[config.mk]
export PLATFORM = sky130hd
export DESIGN_NAME = link_slave_rx
export DESIGN_NICKNAME = d
export VERILOG_FILES = /design/src/rtl/link_slave_rx_pkg.sv /design/src/rtl/link_rx_fifo.sv /design/src/rtl/link_slave_rx.sv
export SDC_FILE = /design/constraint.sdc
export NUM_CORES = 1
export LEC_CHECK = 0
export CAP_MARGIN = 30
export CORE_ASPECT_RATIO = 0.5
export CORE_MARGIN = 1
export CORE_UTILIZATION = 56
export CTS_BUF_LIST = sky130_fd_sc_hd__clkbuf_16
export CTS_CLUSTER_SIZE = 24
export DETAILED_ROUTE_END_ITERATION = 12
export PLACE_DENSITY = 0.84
export SLEW_MARGIN = 40
export SYNTH_ARGS = -nofsm -noshare
export SYNTH_HDL_FRONTEND = slang
export SYNTH_HIERARCHICAL = 1
export SYNTH_SLANG_ARGS = --single-unit
[constraint.sdc]
create_clock -name clk -period 8.6 [get_ports clk]
set_input_delay 1.72 -clock clk [delete_from_list [all_inputs] [get_ports clk]]
set_output_delay 1.72 -clock clk [all_outputs]
set_load 0.1 [all_outputs]
[src/rtl/link_slave_rx_pkg.sv]
// Shared link definitions: data width, default FIFO depth and the slave handshake phase encodings.
package link_slave_rx_pkg;

  localparam int LINK_DW    = 8;
  localparam int LINK_DEPTH = 4;

  typedef enum logic [1:0] {
    W_REQ    = 2'd0,
    ACK_HI   = 2'd1,
    W_REQ_LO = 2'd2
  } link_state_e;

endpackage

[src/rtl/link_rx_fifo.sv]
// Byte FIFO with wrap-bit pointers; rd_data is a combinational read of the head (0 when empty).
// Writes while full and reads while empty are ignored.
module link_rx_fifo
  import link_slave_rx_pkg::*;
#(
  parameter int DEPTH = LINK_DEPTH,
  parameter int DW    = LINK_DW
) (
  input  logic          clk,
  input  logic          rst,
  input  logic          wr_en,
  input  logic [DW-1:0] wr_data,
  input  logic          rd_en,
  output logic [DW-1:0] rd_data,
  output logic          full,
  output logic          empty
);

  localparam int AW = $clog2(DEPTH);

  logic [AW:0]   wr_ptr_q, wr_ptr_d;
  logic [AW:0]   rd_ptr_q, rd_ptr_d;
  logic [DW-1:0] mem_q [DEPTH];
  logic          do_wr, do_rd;

  // Same index with opposite wrap bits means the writer is a full lap ahead.
  assign full  = (wr_ptr_q[AW] != rd_ptr_q[AW]) && (wr_ptr_q[AW-1:0] == rd_ptr_q[AW-1:0]);
  assign empty = (wr_ptr_q == rd_ptr_q);

  assign do_wr = wr_en & ~full;
  assign do_rd = rd_en & ~empty;

  assign wr_ptr_d = wr_ptr_q + (AW+1)'(do_wr);
  assign rd_ptr_d = rd_ptr_q + (AW+1)'(do_rd);

  assign rd_data = empty ? '0 : mem_q[rd_ptr_q[AW-1:0]];

  always_ff @(posedge clk) begin
    if (rst) begin
      wr_ptr_q <= '0;
      rd_ptr_q <= '0;
    end else begin
      wr_ptr_q <= wr_ptr_d;
      rd_ptr_q <= rd_ptr_d;
    end
  end

  always_ff @(posedge clk) begin
    if (do_wr) mem_q[wr_ptr_q[AW-1:0]] <= wr_data;
  end

endmodule

[src/rtl/link_slave_rx.sv]
// Receive side of the 4-phase req/ack byte link: captures bytes into a FIFO drained over valid/ready.
// Optional running XOR checksum when LINK_RX_CHECKSUM_EN is defined; otherwise checksum reads 0.
module link_slave_rx
  import link_slave_rx_pkg::*;
#(
  parameter int DEPTH    = LINK_DEPTH,
  parameter int ACK_HOLD = 1
) (
  input  logic               clk,
  input  logic               rst,
  input  logic               req,
  input  logic [LINK_DW-1:0] data,
  output logic               ack,
  output logic               out_valid,
  output logic [LINK_DW-1:0] out_data,
  input  logic               out_ready,
  output logic [7:0]         rx_count,
  output logic [LINK_DW-1:0] checksum
);

  localparam int HOLD_W = (ACK_HOLD > 1) ? $clog2(ACK_HOLD) : 1;
  localparam logic [HOLD_W-1:0] HOLD_LOAD = HOLD_W'(ACK_HOLD - 1);

  link_state_e       state_q, state_d;
  logic [HOLD_W-1:0] hold_q, hold_d;
  logic              ack_q, ack_d;
  logic [7:0]        rx_count_q, rx_count_d;
  logic              capture;
  logic              fifo_full, fifo_empty;

  always_comb begin
    state_d = state_q;
    hold_d  = hold_q;
    capture = 1'b0;
    case (state_q)
      W_REQ: begin
        if (req && !fifo_full) begin
          capture = 1'b1;
          hold_d  = HOLD_LOAD;
          state_d = ACK_HI;
        end
      end
      ACK_HI: begin
        // req is only looked at on the last hold cycle, so ack can fall after exactly ACK_HOLD cycles.
        if (hold_q != '0)  hold_d  = hold_q - HOLD_W'(1);
        else if (req)      state_d = W_REQ_LO;
        else               state_d = W_REQ;
      end
      W_REQ_LO: begin
        if (!req) state_d = W_REQ;
      end
      default: state_d = W_REQ;
    endcase
  end

  assign ack_d      = (state_d != W_REQ);
  assign rx_count_d = capture ? rx_count_q + 8'd1 : rx_count_q;

  always_ff @(posedge clk) begin
    if (rst) begin
      state_q    <= W_REQ;
      hold_q     <= '0;
      ack_q      <= 1'b0;
      rx_count_q <= 8'h00;
    end else begin
      state_q    <= state_d;
      hold_q     <= hold_d;
      ack_q      <= ack_d;
      rx_count_q <= rx_count_d;
    end
  end

  assign ack      = ack_q;
  assign rx_count = rx_count_q;

`ifdef LINK_RX_CHECKSUM_EN
  logic [LINK_DW-1:0] csum_q;

  always_ff @(posedge clk) begin
    if (rst)          csum_q <= '0;
    else if (capture) csum_q <= csum_q ^ data;
  end

  assign checksum = csum_q;
`else
  assign checksum = '0;
`endif

  link_rx_fifo #(
    .DEPTH (DEPTH),
    .DW    (LINK_DW)
  ) u_fifo (
    .clk     (clk),
    .rst     (rst),
    .wr_en   (capture),
    .wr_data (data),
    .rd_en   (out_ready),
    .rd_data (out_data),
    .full    (fifo_full),
    .empty   (fifo_empty)
  );

  assign out_valid = ~fifo_empty;

endmodule
======== After elaboration in Yosys (flattened, before gate mapping) ========
Memories as Yosys holds them, arrays and structs flattened. A register that Yosys moved wholly into a read port is not among the register bits.
Index checks and enable logic that the tools add are counted.
word-level totals
  register bits after elaboration ......... 18
  latch bits .............................. 0
  RAM bits ................................ 32
  ROM bits ................................ 0
  input port bits ......................... 12
  output and inout bits ................... 26
  logic and storage cells ................. 42
  memories kept ........................... 1
cells by class
  add/sub/neg operators ................... 4
  multipliers ............................. 0
  divide/modulo/power cells ............... 0
  magnitude comparators ................... 0
  eq/ne operators ......................... 6
  shift-type cells ........................ 0
  mux-type cells .......................... 14
  bitwise operators ....................... 4
  reduce and logical (&&, ||, !) cells .... 7
memories
  name          words  width  rd ports  clocked after Yosys merged registers in  write ports  RTL line            text
  u_fifo.mem_q  4      8      1         1                                        1            link_rx_fifo.sv:23  logic [DW-1:0] mem_q [DEPTH];
operator list
  kind                 number
  $mux 2               5
  $add 8x1->8 const B  1
  $mux 8               1
  $add 3x1->3          2
  $mux 1               6
  $pmux 2 s3           1
  $reduce_bool 2->1    2
  $eq 3x3->1           1
  $and 1x1->1          2
  $eq 2x1->1 const B   1
  $eq 2x2->1           1
  $eq 2x2->1 const B   1
  $logic_and 1x1->1    2
  $logic_not 2->1      1
  $ne 2x2->1 const B   1
  $not 1->1            2
  $pmux 1 s2           1
  $reduce_and 2->1     1
  $logic_not 1->1      1
  $ne 1x1->1           1
  $sub 1x1->1 const B  1

======== Depth between registers and ports, before layout ========
  depth in word-level cells ............... 9
  mapped depth ............................ 12
  mapped depth without buffers ............ 10

======== Hierarchy ========
The synthesis kept the hierarchy.
modules (own cells, without submodules)
  module         times used  cells an instance  area each (µm²)  sequential area each (µm²)
  link_rx_fifo   1           86                 1,606.5          1,081.0
  link_slave_rx  1           60                 521.8            220.2

======== Worst setup path before layout ========
OpenSTA, ideal clock, no wires.
  path type ............................... input to register
  start ................................... input port req
  end ..................................... memory u_fifo/mem_q[0][0] (netlist name), enable pin
  library setup time ...................... 0.389 ns
  arrival time ............................ 3.326 ns
  required time ........................... 8.211 ns
  path slack .............................. 4.885 ns
  stages on the path ...................... 5
  buffers on the path ..................... 1
  cell sequence ........................... or4b_4 -> buf_2 -> inv_1 -> nand2b_1 -> a311oi_1
between the ends
  longest elaborated chain between the ends .. 6
ends and longest elaborated chain
  element                       RTL line             text
  start, declared               link_slave_rx.sv:11  input logic req,
  $logic_and 1x1->1             link_slave_rx.sv:37  if (req && !fifo_full) begin
  $mux 1                        link_slave_rx.sv:37
  $mux 1                        link_slave_rx.sv:35  case (state_q)
  via capture                   link_slave_rx.sv:28  logic capture;
  $and 1x1->1                   link_rx_fifo.sv:30   assign do_wr = wr_en & ~full;
  $mux 1                        link_rx_fifo.sv:49   if (do_wr) mem_q[wr_ptr_q[AW-1:0]] <= wr_data;
  $mux 1 (implied by the code)  link_rx_fifo.sv:49
  end, declared                 link_rx_fifo.sv:23
The timed path passes the listed nets, and every way through them passes these cells.

======== Final worst setup path ========
  start ................................... register u_fifo.rd_ptr_q[0]
  end ..................................... output port out_data[1]
between the ends
  longest elaborated chain between the ends .. 2
ends and longest elaborated chain
  element                 RTL line             text
  start, declared         link_rx_fifo.sv:22   logic [AW:0] rd_ptr_q, rd_ptr_d;
  start signal, assigned  link_rx_fifo.sv:44   rd_ptr_q <= rd_ptr_d;
  $eq 3x3->1              link_rx_fifo.sv:28   assign empty = (wr_ptr_q == rd_ptr_q);
  $mux 8                  link_rx_fifo.sv:36   assign rd_data = empty ? '0 : mem_q[rd_ptr_q[AW-1:0]];
  end, declared           link_slave_rx.sv:15  output logic [LINK_DW-1:0] out_data,
Every way passes these cells.

==> impl_results.md <==
- Status: finished clean
- Die width: 89.19 um
- DRT iter0 DRCs: 88
- Critical Path End Type: output pin
- Setup Buffers After CTS: 0
- Initial antenna violation count: 0
- GPL Wtd Cong: 0.6948
- Final Skew: 0.005401 ns
- Maximum clock insertion buffer count: 2
- Fillers: 244
- Vias/cell: 5.573
- Final worst path period need: 3.887 ns
- Hold Slack: 0.4870 ns
- Initial Util: 60.32%
- # setup viols final: 0
- Clk_lat worst skew: 0.29 ns
- Layout area overhead: 17.46%
- Ant diodes: 0
- Synthesized instance count: 146
- Pwr per Cell Area: approximately 290 nW/um^2
- Worst Hold Depth: 2
- CTS H-tree lvls: 2
- # nets final: 197
- Number of I/O port buffers: 29
- Reg area: 1301 sq um
- Synth Warn #: 6
- CP max-delay cell: dfxtp_1
- Synth area leader: edfxtp_1
- CTS tree: yes
- Multi-input gate area: 732.0 sq um
- Chip height: roughly 46 um
- Clk sinks: a little under 50
- Routed vias: 1,293
- Largest net degree at the start of global routing: 18
- Synth cell types: 31
- Final Hold Fails: 0
- Clock Tree Root: clkbuf_16
- Clk slew on worst S/H paths: 0.07 ns
- Wire per inst: 15.22 um
- CP peak stage delay: 0.77 ns
- Cell Rows: 15
- Critical-path cell list: xor2_2 -> o31a_1 -> buf_2
- Synth top area share: 45.15%
- Wirelength, routed: 3532 um
- WP buf/inv: 1
- GRT overflow: 0
- Final worst-path cycle share: 45.19%
- Crit. path cell count: 3
- Post-Syn Area per Cell: 14.58 sq um
- Slew @ Worst Pin: 0.7018 ns
- Detail Route Antenna Nets: 0
- Largest fanout on the critical path: 11
- Crit Path Class: reg -> out
- Detailed Place HPWL: roughly 2400 um
- Post-cts resize count: 0
- Register area share after synthesis: 61.14%
- Arr. time, crit path: 2.17 ns
- RSZ-0062 raised after global routing: false
- Max_cap viols: 0
- Num ports: 38
- # hold bufs at CTS: 0
- Leak: roughly 0.91 nW
- Vias in the first global route: 1,112
- Max VDD drop: 0.1588 mV
- Max Slew Vio Count: 0
- Layout cell share with drive strength beyond 1: 23.76%
- Overall Global Routing Usage: 19.85%
- Global-route wire length before repair: 5478 um
- Commonest non-fill, non-tap cell in the layout: edfxtp_1
- DRC errors left: 0
- First-pass detailed-route iteration total: 4
- Core Area: 3528 sq um
- Die area: 4066 sq um
- TNS Setup: 0 ns
- Highest-count cells in the layout ignoring fill and taps: 32 x edfxtp_1, 18 x buf_2, 17 x dfxtp_1, 11 x clkdlybuf4s50_1, 9 x o31a_1
- HP Class: reg -> reg
- CP Launch Type: flip-flop
- Number of synthesized register bits: 49
- CTS buffer count: 5
- F_max: about 260 MHz
- Cells on worst reg2reg path: 7
- Worst slew margin: 53.17%
- Synthesized area: 2128 sq um
- Critical path's top delay family: flip-flops
- Crit path required time: 6.88 ns
- Synth area leaders: edfxtp_1 45%, dfxtp_1 16%, mux4_2 8.5%, o31a_1 3.7%, buf_4 3.2%
## cells by family after synthesis
kind of cell    Yosys count  synth area share, %
xor+xnor                  9                4.762
buf+inv                  19                5.702
flops                    49                61.14
fa+ha+maj                 5                2.939
other cells               1               0.1762
simple gates             28                7.643
mux                       8                8.465
compound gates           27                9.171
## worst register-to-register path, delay by kind of cell (launching register included)
kind                   cells  cell delay, ns
AND/OR/NAND/NOR            3            0.93
flip-flops                 1            0.77
buffers and inverters      2            0.43
XOR/XNOR                   1            0.31
AO/OA/AOI/OAI              1            0.28
## cells in the mapped netlist
master    instances
or4_1             4
nand2_1           5
nor3b_1           1
buf_2             1
o31ai_1           4
nor2b_1           4
buf_6             2
dfxtp_1          17
edfxtp_1         32
inv_1             6
ha_1              5
nor3_1            1
xor2_2            3
o31a_1            9
or3_1             2
and3_1            1
nand4_1           1
or4b_4            1
buf_4             9
nand2b_1          1
conb_1            1
a311oi_1          4
o21ai_0           2
clkbuf_1          1
xnor2_1           6
mux4_2            8
or2_2             1
a21oi_1           7
nand3_1           2
nor2_1            4
a31oi_1           1
## state kept, by name (all words and copies together) (netlist names)
signal           count
u_fifo/mem_q        32
state_q              2
rx_count             8
ack                  1
u_fifo/rd_ptr_q      3
u_fifo/wr_ptr_q      3
## power by group
part / switching, mW / internal (mW)
sequential: 0.0156 / 0.263
clock: 0.0874 / 0.110
combinational: 0.183 / 0.0543
total: 0.286 / 0.427
## path summary, 6_finish.rpt
| check | endpoint | slack [ns] | from |
|---|---|---|---|
| hold reg to reg | rx_count[7] | 0.49 | rx_count[7] |
| hold / removal | rx_count[7] | 0.49 | rx_count[7] |
| setup reg to reg | u_fifo/mem_q[3][2] | 5.58 | u_fifo/rd_ptr_q[0] |
| setup / recovery | out_data[1] | 4.71 | u_fifo/rd_ptr_q[0] |
## cell type report
class	count	area share [%]
Multi-Input combinational cell	85	29.28
Clock inverter	3	1.001
Clock buffer	5	5.005
Inverter	6	0.9009
Sequential cell	49	52.05
Tap cell	51	2.553
Timing Repair Buffer	33	9.209
## layer usage
layer | share of wire, % | vias to the layer above | wire [um] | track usage [%]
met5 | 0 | - | 0 | 0
met4 | 1.8 | 0 | 65 | 9.524
met3 | 5.6 | 8 | 199 | 5.978
met2 | 45 | 53 | 1605 | 31.45
met1 | 47 | 622 | 1661 | 25.69
li1 | - | 610 | - | -
## per-stage QoR
stage          std cells  power [mW]  setup slack [ns]  instance area, sq um  util [%]
6_report             232      0.7131             4.713                  2500     70.85
3_5_place_dp         224      0.5214             4.743                  2350     66.60
3_3_place_gp         224      0.5358             4.314                  2440     69.15
5_1_grt              232      0.7367             4.598                  2500     70.85
2_1_floorplan        153      0.4909             4.885                  2155         -
4_1_cts              232      0.7168             4.687                  2500     70.85
No activity file was read; power rests on OpenSTA's default activity.
